## config.mk

```make
export PLATFORM = sky130hd
export DESIGN_NAME = pb_event_arbiter
export DESIGN_NICKNAME = d
export VERILOG_FILES = /design/src/rtl/pb_event_arbiter.sv
export SDC_FILE = /design/constraint.sdc
export NUM_CORES = 1
export LEC_CHECK = 0
export ABC_AREA = 1
export CAP_MARGIN = 20
export CORE_MARGIN = 5
export CORE_UTILIZATION = 45
export CTS_CLUSTER_SIZE = 12
export DETAILED_ROUTE_END_ITERATION = 8
export PLACE_DENSITY_LB_ADDON = 0.3
export SLEW_MARGIN = 20
export SYNTH_ARGS = -nofsm -noshare
export SYNTH_HDL_FRONTEND = slang
export SYNTH_SLANG_ARGS = --single-unit
```

## constraint.sdc

```tcl
create_clock -name clk -period 4.74 [get_ports clk]
set_input_delay 0.711 -clock clk [delete_from_list [all_inputs] [get_ports clk]]
set_output_delay 0.711 -clock clk [all_outputs]
set_load 0.005 [all_outputs]
```

## src/rtl/pb_event_arbiter.sv

```systemverilog
// Pushbutton event source: press and auto-repeat detection, one pending slot per button,
// and a round-robin valid/ready presenter. Press-to-valid is 2 cycles; a held offer stalls grants.
module pb_event_arbiter #(
  parameter int NBTN          = 4,
  parameter int HOLD_CYCLES   = 50_000_000,
  parameter int REPEAT_CYCLES = 10_000_000,
  parameter int IDW           = $clog2(NBTN)
) (
  input  logic            clk,
  input  logic            rst,
  input  logic [NBTN-1:0] pb_db,
  input  logic [NBTN-1:0] repeat_en,
  output logic            ev_valid,
  input  logic            ev_ready,
  output logic [IDW-1:0]  ev_id,
  output logic            ev_repeat,
  output logic [NBTN-1:0] ovr,
  input  logic            ovr_clr
);

  localparam int MAXC = (HOLD_CYCLES > REPEAT_CYCLES) ? HOLD_CYCLES : REPEAT_CYCLES;
  localparam int CW   = $clog2(MAXC + 1);
  localparam logic [CW-1:0] HOLD_LAST = CW'(HOLD_CYCLES - 1);
  localparam logic [CW-1:0] RPT_LAST  = CW'(REPEAT_CYCLES - 1);

  typedef enum logic {IDLE, OFFER} state_t;

  state_t          state;
  logic [IDW-1:0]  rr_last;
  logic [NBTN-1:0] pb_prev;
  logic [NBTN-1:0] press;
  logic [NBTN-1:0] rpt_fire;
  logic [NBTN-1:0] phase;
  logic [NBTN-1:0] ev_new;
  logic [NBTN-1:0] ev_new_rpt;
  logic [NBTN-1:0] pend;
  logic [NBTN-1:0] pend_rpt;
  logic [NBTN-1:0] gnt_vec;
  logic [NBTN-1:0] ovr_set;
  logic [CW-1:0]   cnt [NBTN];
  logic            gnt_any;
  logic [IDW-1:0]  gnt_idx;

  assign press = pb_db & ~pb_prev;

  // phase=0 times the initial hold, phase=1 the repeat interval; each fire restarts the count
  always_comb begin
    rpt_fire = '0;
    for (int i = 0; i < NBTN; i++) begin
      rpt_fire[i] = pb_db[i] & ~press[i] & (cnt[i] == (phase[i] ? RPT_LAST : HOLD_LAST));
    end
  end

  always_ff @(posedge clk or posedge rst) begin
    if (rst) begin
      pb_prev    <= '0;
      phase      <= '0;
      ev_new     <= '0;
      ev_new_rpt <= '0;
      for (int i = 0; i < NBTN; i++) cnt[i] <= '0;
    end else begin
      pb_prev    <= pb_db;
      ev_new     <= press | (rpt_fire & repeat_en);
      ev_new_rpt <= rpt_fire & repeat_en;
      for (int i = 0; i < NBTN; i++) begin
        if (!pb_db[i] || press[i]) begin
          cnt[i]   <= '0;
          phase[i] <= 1'b0;
        end else if (rpt_fire[i]) begin
          cnt[i]   <= '0;
          phase[i] <= 1'b1;
        end else begin
          cnt[i] <= cnt[i] + CW'(1);
        end
      end
    end
  end

  always_comb begin
    int c;
    logic [IDW-1:0] idx;
    gnt_any = 1'b0;
    gnt_idx = '0;
    for (int k = 1; k <= NBTN; k++) begin
      c = int'(rr_last) + k;
      if (c >= NBTN) c = c - NBTN;
      idx = IDW'(c);
      if (!gnt_any && pend[idx]) begin
        gnt_any = 1'b1;
        gnt_idx = idx;
      end
    end
  end

  always_comb begin
    gnt_vec = '0;
    if (state == IDLE && gnt_any) gnt_vec[gnt_idx] = 1'b1;
  end

  // An event arriving while its slot is occupied and not leaving is dropped
  assign ovr_set = ev_new & pend & ~gnt_vec;

  always_ff @(posedge clk or posedge rst) begin
    if (rst) begin
      pend     <= '0;
      pend_rpt <= '0;
      ovr      <= '0;
    end else begin
      for (int i = 0; i < NBTN; i++) begin
        if (ev_new[i] && !ovr_set[i]) begin
          pend[i]     <= 1'b1;
          pend_rpt[i] <= ev_new_rpt[i];
        end else if (gnt_vec[i]) begin
          pend[i] <= 1'b0;
        end
      end
      ovr <= (ovr_clr ? '0 : ovr) | ovr_set;
    end
  end

  always_ff @(posedge clk or posedge rst) begin
    if (rst) begin
      state     <= IDLE;
      ev_valid  <= 1'b0;
      ev_id     <= '0;
      ev_repeat <= 1'b0;
      rr_last   <= IDW'(NBTN - 1);
    end else begin
      case (state)
        IDLE: begin
          if (gnt_any) begin
            ev_id     <= gnt_idx;
            ev_repeat <= pend_rpt[gnt_idx];
            ev_valid  <= 1'b1;
            rr_last   <= gnt_idx;
            state     <= OFFER;
          end
        end
        OFFER: begin
          if (ev_ready) begin
            ev_valid <= 1'b0;
            state    <= IDLE;
          end
        end
        default: state <= IDLE;
      endcase
    end
  end

endmodule

```

Word level (Yosys, flattened, before mapping)
Cells that the tools add are included.

operators by class
  magnitude comparators = 10
  bitwise logic cells = 21
  $add $sub $neg = 12
  reduce and logical (&&, ||, !) cells = 34
  equal/unequal tests = 6
  muxes and demuxes = 60

operator list
  kind                                                               number
  two-way mux 26 bit                                                 12
  adder 26 x 1 -> 26 bit, second input constant                      4
  == test 26 bit                                                     4
  two-way mux 1 bit                                                  30
  AND 4 bit                                                          4
  two-way mux 2 bit                                                  8
  nonzero test 2 bit                                                 8
  < comparator 2 x 3 -> 1 bit, second input constant                 5
  zero test 1 bit                                                    11
  binary-select mux 1 bit (select 2 bit)                             5
  greater-or-equal comparator 3 bit, second input constant           3
  logical AND 1 bit                                                  9
  AND 1 bit                                                          8
  two-way mux 4 bit                                                  2
  inverter 4 bit                                                     2
  bitwise OR 4 bit                                                   2
  subtractor 2 x 1 -> 2 bit, second input constant                   4
  adder 2 x 2 -> 3 bit, second input constant                        2
  inverter 1 bit                                                     5
  adder 2 x 3 -> 4 bit, second input constant                        1
  greater-or-equal comparator 4 x 3 -> 1 bit, second input constant  1
  logical OR 1 bit                                                   4
  inequality test 2 bit, second input constant                       2
  one-hot mux 1 bit (2 select lines)                                 2
  other kinds (4)                                                    5

word-level totals
  register bits = 139
  bits of input ports = 12
  logic and storage cells = 168
  output and inout port bits = 8

Logic depth before layout (Yosys ltp)
Gate-level depths: netlist of the first run.

  word-level depth = 25
  gate-level depth with buffers = 16
  depth with buffers taken out = 15

Worst setup path after synthesis of the first run
OpenSTA, ideal clock, no wires.

  kind = reg2reg
  from = reg rr_last[0]
  to = reg pend_rpt[3]
  cell stages (with the launch flop) = 15
  required time = 4.624 ns
  period minus slack after synthesis = 1.762 ns
  data arrival time = 1.646 ns
  path buffers = 1
  library setup time = 0.116 ns
  slack = 2.978 ns
  cell sequence = dfstp_2 > inv_2 > buf_6 > nand2_1 > nand2_2 > nand2_4 > nand2_4 > nor2_8 > nand4_1 > nand2_2 > nand3_2 > nand2_2 > nand2_1 > nand2_1 > nand2_1

on the way
  word-level cells in the longest chain between the ends = 24
  elaborated cells on any way between the ends = 49
  classes of those cells = add/sub: 8; order compare: 6; mux: 23; bitwise: 2; reduce/logical: 10

ends and longest elaborated chain
  item                                                                                   RTL line  RTL
  from (decl)                                                                            29        logic [IDW-1:0] rr_last;
  from (signal assigned)                                                                 127       rr_last <= IDW'(NBTN - 1);
  from (signal assigned)                                                                 135       rr_last <= gnt_idx;
  adder 2 x 1 -> 3 bit                                                                   85        c = int'(rr_last) + k;
  greater-or-equal comparator 3 bit / subtractor 2 x 1 -> 2 bit (equally long branches)  86        if (c >= NBTN) c = c - NBTN;
  two-way mux 2 bit                                                                      86
  binary-select mux 1 bit (select 2 bit)                                                 88        if (!gnt_any && pend[idx]) begin
  two-way mux 1 bit (not written as such)                                                88
  two-way mux 1 bit                                                                      88
  zero test 1 bit                                                                        88
  logical AND 1 bit                                                                      88
  (+8 left out)                                                                          -
  logical AND 1 bit (not written as such)                                                97        if (state == IDLE && gnt_any) gnt_vec[gnt_idx] = 1'b1;
  two-way mux 1 bit (not written as such)                                                97
  demux 1 bit (select 2 bit)                                                             97
  two-way mux 4 bit (*)                                                                  97
  inverter 4 bit (*)                                                                     101       assign ovr_set = ev_new & pend & ~gnt_vec;
  AND 4 bit (*)                                                                          101
  zero test 1 bit (*)                                                                    110       if (ev_new[i] && !ovr_set[i]) begin
  logical AND 1 bit (*)                                                                  110
  to (signal, indexed assignment)                                                        112       pend_rpt[i] <= ev_new_rpt[i];
  to (decl)                                                                              37        logic [NBTN-1:0] pend_rpt;

Every way passes the cells marked *; elsewhere a longest branch is shown, timed or not. The select of a mux whose other input is x is not followed.
A chain may end at the register's enable or synchronous reset.

Worst setup path in the final report of the first run
  from = reg phase[2]
  to = reg cnt[41] (netlist name)

on the way
  word-level cells in the longest chain between the ends = 5

ends and longest elaborated chain
  item                               RTL line  RTL
  from (decl)                        33        logic [NBTN-1:0] phase;
  from (signal assigned)             57        phase <= '0;
  from (signal, indexed assignment)  68        phase[i] <= 1'b0;
  from (signal, indexed assignment)  71        phase[i] <= 1'b1;
  two-way mux 26 bit                 50        rpt_fire[i] = pb_db[i] & ~press[i] & (cnt[i] == (phase[i] ? RPT_LAST : HOLD_LAST));
  == test 26 bit                     50
  AND 1 bit                          50
  two-way mux 26 bit                 69        end else if (rpt_fire[i]) begin
  two-way mux 26 bit                 66        if (!pb_db[i] || press[i]) begin
  to (signal, indexed assignment)    73        cnt[i] <= cnt[i] + CW'(1);
  to (decl)                          40        logic [CW-1:0] cnt [NBTN];

Every way passes these cells.

==> flow_summary.json, run 1 <==
{
  "worst_slew_pin_slew_ps": 890,
  "critPathCaptureType": "flip-flop",
  "finalCriticalPeriod_ps": 2450,
  "portBuffers": 19,
  "hold_path_class": "flip-flop to flip-flop",
  "drive_above_1_share": 0.104,
  "synthCells": 944,
  "tns_ps": 0,
  "drt_iter0_drc": 435,
  "hold_violations": 0,
  "grt_pass1_wl_um": 28100,
  "core.rowCount": 47,
  "die_area_um2": 19600,
  "initial_core_util": 0.458,
  "core_area_um2": 16600,
  "holdCritStartpoint": "state",
  "fill_cells": 1602,
  "finalWorstSetupSlack_ps": 2290,
  "clock-root-buffer": "clkbuf_16",
  "required_ps": 5070,
  "grt_max_degree": 79,
  "rr_startpoint": "phase[2]",
  "clkTransAtPathRegs_ps": 60,
  "ys_warn_count": 0,
  "grt_util_all_layers": 0.172,
  "wl_per_cell_um": 13.5,
  "num_antenna_cells": 0,
  "grt_pass1_vias": 5998,
  "worst_clock_skew_ps": 11.9,
  "whs_endpoint": "ev_valid",
  "post-route-period-util": 0.518,
  "critPathMaxFanout": 14,
  "gr-total-overflow": 0,
  "num_vias": 6232,
  "outcome": "complete, no violations",
  "cts.repair.resized": 0,
  "firstDrtPassIters": 6,
  "ios": 20,
  "synthDistinctLibCells": 51,
  "maxCapViolations": 0,
  "grt_setup_unrepaired": "false",
  "die_height_um": 140,
  "setup_viol": 0,
  "tritoncts": "yes",
  "cts_buffers": 17,
  "synth-seq-cells": 139,
  "reg2reg_slack_ps": 2290,
  "htree_levels": 4,
  "drc_errors": 0,
  "crit_type": "flip-flop to flip-flop",
  "antenna_found_initial": 0,
  "fp.dieW_um": 140,
  "hold_depth": 1,
  "cts_buffer_depth": 2,
  "cts_hold_buf": 0,
  "layout.nets": 991,
  "routed_wirelength_um": 16300,
  "viasPerCell": 5.16,
  "synth_fp_nets": 960,
  "yosysSeqAreaShare": 0.458,
  "gp_congestion": 0.921,
  "post-place-ws_ps": 1930,
  "arrival_ps": 2780,
  "regToRegEndpoint": "cnt[41]",
  "async_reset_ff_frac": 1.00,
  "clock.fmax_mhz": 407,
  "ys.flop_type": "dfrtp_1",
  "synth.avg_cell_area_um2": 8.04,
  "r2r_cells": 9,
  "synth_edf_count": 0,
  "layout_common_cells": "181 x nand2_1, 137 x dfrtp_1, 129 x nor2_1",
  "syn-cell-area_um2": 7590,
  "ant_nets": 0,
  "area_growth_pct": 12.4,
  "clk_latency_ps": 420,
  "power_density_nw_per_um2": 396,
  "slew_viol_final": 0,
  "max-vdd-ir-drop_v": 0.000339,
  "post_cts.repair.setup_buffers": 0,
  "slew_headroom": 0.405,
  "hpwl_um": 11800,
  "layout_commonest_cell": "nand2_1",
  "start_kind": "flip-flop",
  "cts.sink_count": 139,
  "p_leak_nw": 3.70
}
synth_stat cells (10+ instances only):
library cell	instances	share of area
a21oi_1	26	0.017
dfrtp_1	137	0.45
inv_1	125	0.062
nand2_1	181	0.089
nand2_2	19	0.016
nand3_1	54	0.036
nand4_1	36	0.030
nor2_1	129	0.064
nor2_2	10	0.0082
nor3_1	47	0.031
nor3_2	12	0.016
nor4_1	19	0.016
o21ai_0	16	0.011
xnor2_1	16	0.018
xor2_1	22	0.025
cell type report:
class                   instances  area [um2]  area share
repair buffers                 21         205      0.0240
well taps                     220         275      0.0323
inverters                     134         513      0.0601
clock inverters                 3        17.5     0.00205
multi-input cells             662        3540       0.415
flip-flops and latches        139        3480       0.408
clock buffers                  29         500      0.0586
where the power goes:
part | switching (mW) | total (mW) | internal (mW)
registers | 0.0688 | 1.34 | 1.27
clock network | 0.474 | 1.18 | 0.710
logic | 0.555 | 0.863 | 0.308
routing by layer:
metal | track usage | part of all wire | vias to the layer above
met5 | 0 | 0 | -
met4 | 0.0586 | 0.016 | 0
met3 | 0.0303 | 0.040 | 26
met2 | 0.269 | 0.45 | 147
met1 | 0.243 | 0.49 | 2902
li1 | - | - | 3157
how the worst max path moves through the flow:
stage | startpoint | slack [ps] | end | depth (start not counted)
floorplan | rst | 310 | cnt[0] | 1
global placement | pb_db[2] | 1990 | cnt[41] | 5
detailed placement | pb_db[2] | 1930 | cnt[41] | 5
CTS | phase[2] | 2310 | cnt[41] | 9
global route | phase[2] | 2020 | cnt[41] | 8
finish | phase[2] | 2290 | cnt[41] | 9
worst max-delay path, cell delays in order, from the launching register on:
cell	delay [ps]
dfrtp_1	510
inv_1	240
nand2_1	80
nand3_1	70
nor4_1	50
nand3_1	90
nor2_1	50
nor2_1	670
inv_1	340
nor3_1	260
cells by family after synthesis:
kind of cell,share of synthesized area
simple gates,0.361
fa+ha+maj,0.00659
flops,0.458
buf+inv,0.0751
xor+xnor,0.0438
compound gates,0.0547
through the flow:
step | hold WS [ps] | cell area, um2 | instances | total power [mW] | util
2_1_floorplan | 417 | 7590 | 944 | 2.02 | -
3_3_place_gp | 423 | 8020 | 1176 | 2.21 | 0.483
3_5_place_dp | 436 | 8020 | 1176 | 2.22 | 0.483
4_1_cts | 444 | 8530 | 1208 | 3.41 | 0.515
5_1_grt | 478 | 8530 | 1208 | 3.58 | 0.515
6_report | 442 | 8530 | 1208 | 3.38 | 0.515
registers in the layout, summed over array words and instances (netlist names):
| signal | cells |
|---|---|
| pend_rpt | 4 |
| ev_new | 4 |
| ovr | 4 |
| state | 1 |
| ev_valid | 1 |
| pend | 4 |
| phase | 4 |
| rr_last | 2 |
| ev_id | 2 |
| pb_prev | 4 |
| cnt | 104 |
| ev_new_rpt | 4 |
| ev_repeat | 1 |
No activity file was read; power rests on OpenSTA's default activity.
==> run 2, diff against run 1 <==
- clock period: 4.74 -> 2.2 ns (I/O delays scaled with it)
==> flow_summary.json, run 2 (same netlist as run 1, synthesis figures left out) <==
{
  "htree_levels": 4,
  "p_leak_nw": 3.83,
  "clkTransAtPathRegs_ps": 60,
  "hold_violations": 0,
  "finalNonFillerCells": 1224,
  "wl_per_cell_um": 13.3,
  "p_seq_frac": 0.367,
  "clock-root-buffer": "clkbuf_16",
  "place_inst": 1190,
  "finalCriticalPeriod_ps": 2000,
  "slew_viol_final": 0,
  "ios": 20,
  "portBuffers": 19,
  "gr-total-overflow": 0,
  "core.rowCount": 47,
  "layout_common_cells": "181 x nand2_1, 137 x dfrtp_1, 129 x nor2_1",
  "finish.utilization": 0.530,
  "grt_max_degree": 58,
  "worst_hold_slack_ps": 380,
  "outcome": "complete, no violations",
  "max-vdd-ir-drop_v": 0.000713,
  "post-place-ws_ps": 173,
  "ant_nets": 0,
  "viasPerCell": 5.22,
  "tritoncts": "yes",
  "cts.repair.resized": 0,
  "drive_above_1_share": 0.125,
  "seq_area_um2": 3480,
  "largest_reg_flops": 104,
  "antenna_found_initial": 0,
  "worst_clock_skew_ps": 5.46,
  "clk_latency_ps": 420,
  "drt_iter0_drc": 405,
  "critPathCaptureType": "flip-flop",
  "num_vias": 6395,
  "finalWorstSetupSlack_ps": 202,
  "maxCapViolations": 0,
  "initial_core_util": 0.458,
  "num_antenna_cells": 0,
  "fp.dieW_um": 140,
  "worst_slew_pin_slew_ps": 521,
  "routed_wirelength_um": 16300,
  "cts_buffer_depth": 2,
  "power_density_nw_per_um2": 891,
  "p_int_mw": 5.38,
  "grt_setup_unrepaired": "false",
  "clock.fmax_mhz": 501,
  "fill_cells": 1571,
  "cts_hold_buf": 0,
  "p_comb_frac": 0.245,
  "tns_ps": 0,
  "core_area_um2": 16600,
  "layout.nets": 1007,
  "switchingPower_mw": 2.45,
  "arrival_ps": 2300,
  "crit_type": "flip-flop to flip-flop",
  "area_growth_pct": 15.8,
  "hpwl_um": 11800,
  "critPathMaxFanout": 4,
  "grt_util_all_layers": 0.176,
  "grt_pass1_wl_um": 28700,
  "regMostFlops": "cnt",
  "drc_errors": 0,
  "setup_viol": 0,
  "gp_congestion": 0.882,
  "required_ps": 2500,
  "cts_buffers": 17,
  "cts.sink_count": 139,
  "die_height_um": 140,
  "grt_pass1_vias": 6212,
  "firstDrtPassIters": 5,
  "layout_commonest_cell": "nand2_1",
  "p_sw_frac": 0.313,
  "slew_headroom": 0.648,
  "hold_path_class": "primary input to async pin",
  "start_kind": "flip-flop",
  "multi_input_area_um2": 3540,
  "post-route-period-util": 0.908,
  "clkPwrFrac": 0.388,
  "die_area_um2": 19600
}
-- run 2: cell count changes in the layout (fill, tap and decap cells not counted), sizes merged --
cell      change
clkinv        +1
clkbuf        -8
inv           -1
buf          +16
bufinv        +4
clkinvlp      +4
-- run 2: what timing repair did --
action                                  4_1_cts  5_1_grt
hold endpoints to repair                      0        0
buffers inserted                              0        2
endpoints found under the setup margin        0        4
-- run 2: path summary, 6_finish.rpt --
check / slack [ps] / end / depth (start not counted) / start
min reg2reg: 450 / ev_valid / 1 / state
max in group asynchronous: 1500 / rr_last[1] / 3 / rst
min: 380 / cnt[36] / 3 / rst
max reg2reg: 200 / cnt[48] / 10 / cnt[26]
max: 200 / cnt[48] / 10 / cnt[26]
min in group clk: 400 / pb_prev[1] / 1 / pb_db[1]
-- run 2: metal layers --
metal / routed length, um / global-route usage / vias to the layer above
met2: 7470 / 0.277 / 168
met3: 756 / 0.0358 / 27
li1: - / - / 3201
met1: 7840 / 0.242 / 2999
met4: 261 / 0.0617 / 0
met5: 0 / 0 / -
-- run 2: final cells by class --
| cell class | instances | share of cell area |
|---|---|---|
| Multi-Input combinational cell | 662 | 0.403 |
| Clock buffer | 21 | 0.0524 |
| Tap cell | 220 | 0.0313 |
| Clock inverter | 11 | 0.0192 |
| Inverter | 134 | 0.0582 |
| Timing Repair Buffer | 37 | 0.0399 |
| Sequential cell | 139 | 0.396 |
-- run 2: stage by stage --
stage	power [mW]	cell area [um2]
final	7.83	8790
after global routing	8.31	8790
after CTS	7.88	8770
after detailed placement	4.81	8150
after global placement	4.79	8150
after floorplan	4.35	7600
-- run 2: critical path, cell delays in order, from the launching register on --
cell and delay (ps):
dfrtp_1 410, ha_1 220, nand4_1 160, nor2_2 140, nand2_1 110, nor2_1 130, nand3_2 130, nor2_2 210
inv_1 90, nor3_1 200, nor2_1 80
-- run 2: power groups by stage --
| stage | registers (mW) | clock network, mW | logic [mW] |
|---|---|---|---|
| 3_3_place_gp | 2.93 | 0 | 1.87 |
| 5_1_grt | 2.89 | 3.23 | 2.19 |
| 2_1_floorplan | 2.87 | 0 | 1.48 |
| 3_5_place_dp | 2.93 | 0 | 1.88 |
| 6_report | 2.87 | 3.04 | 1.92 |
| 4_1_cts | 2.88 | 3.10 | 1.90 |
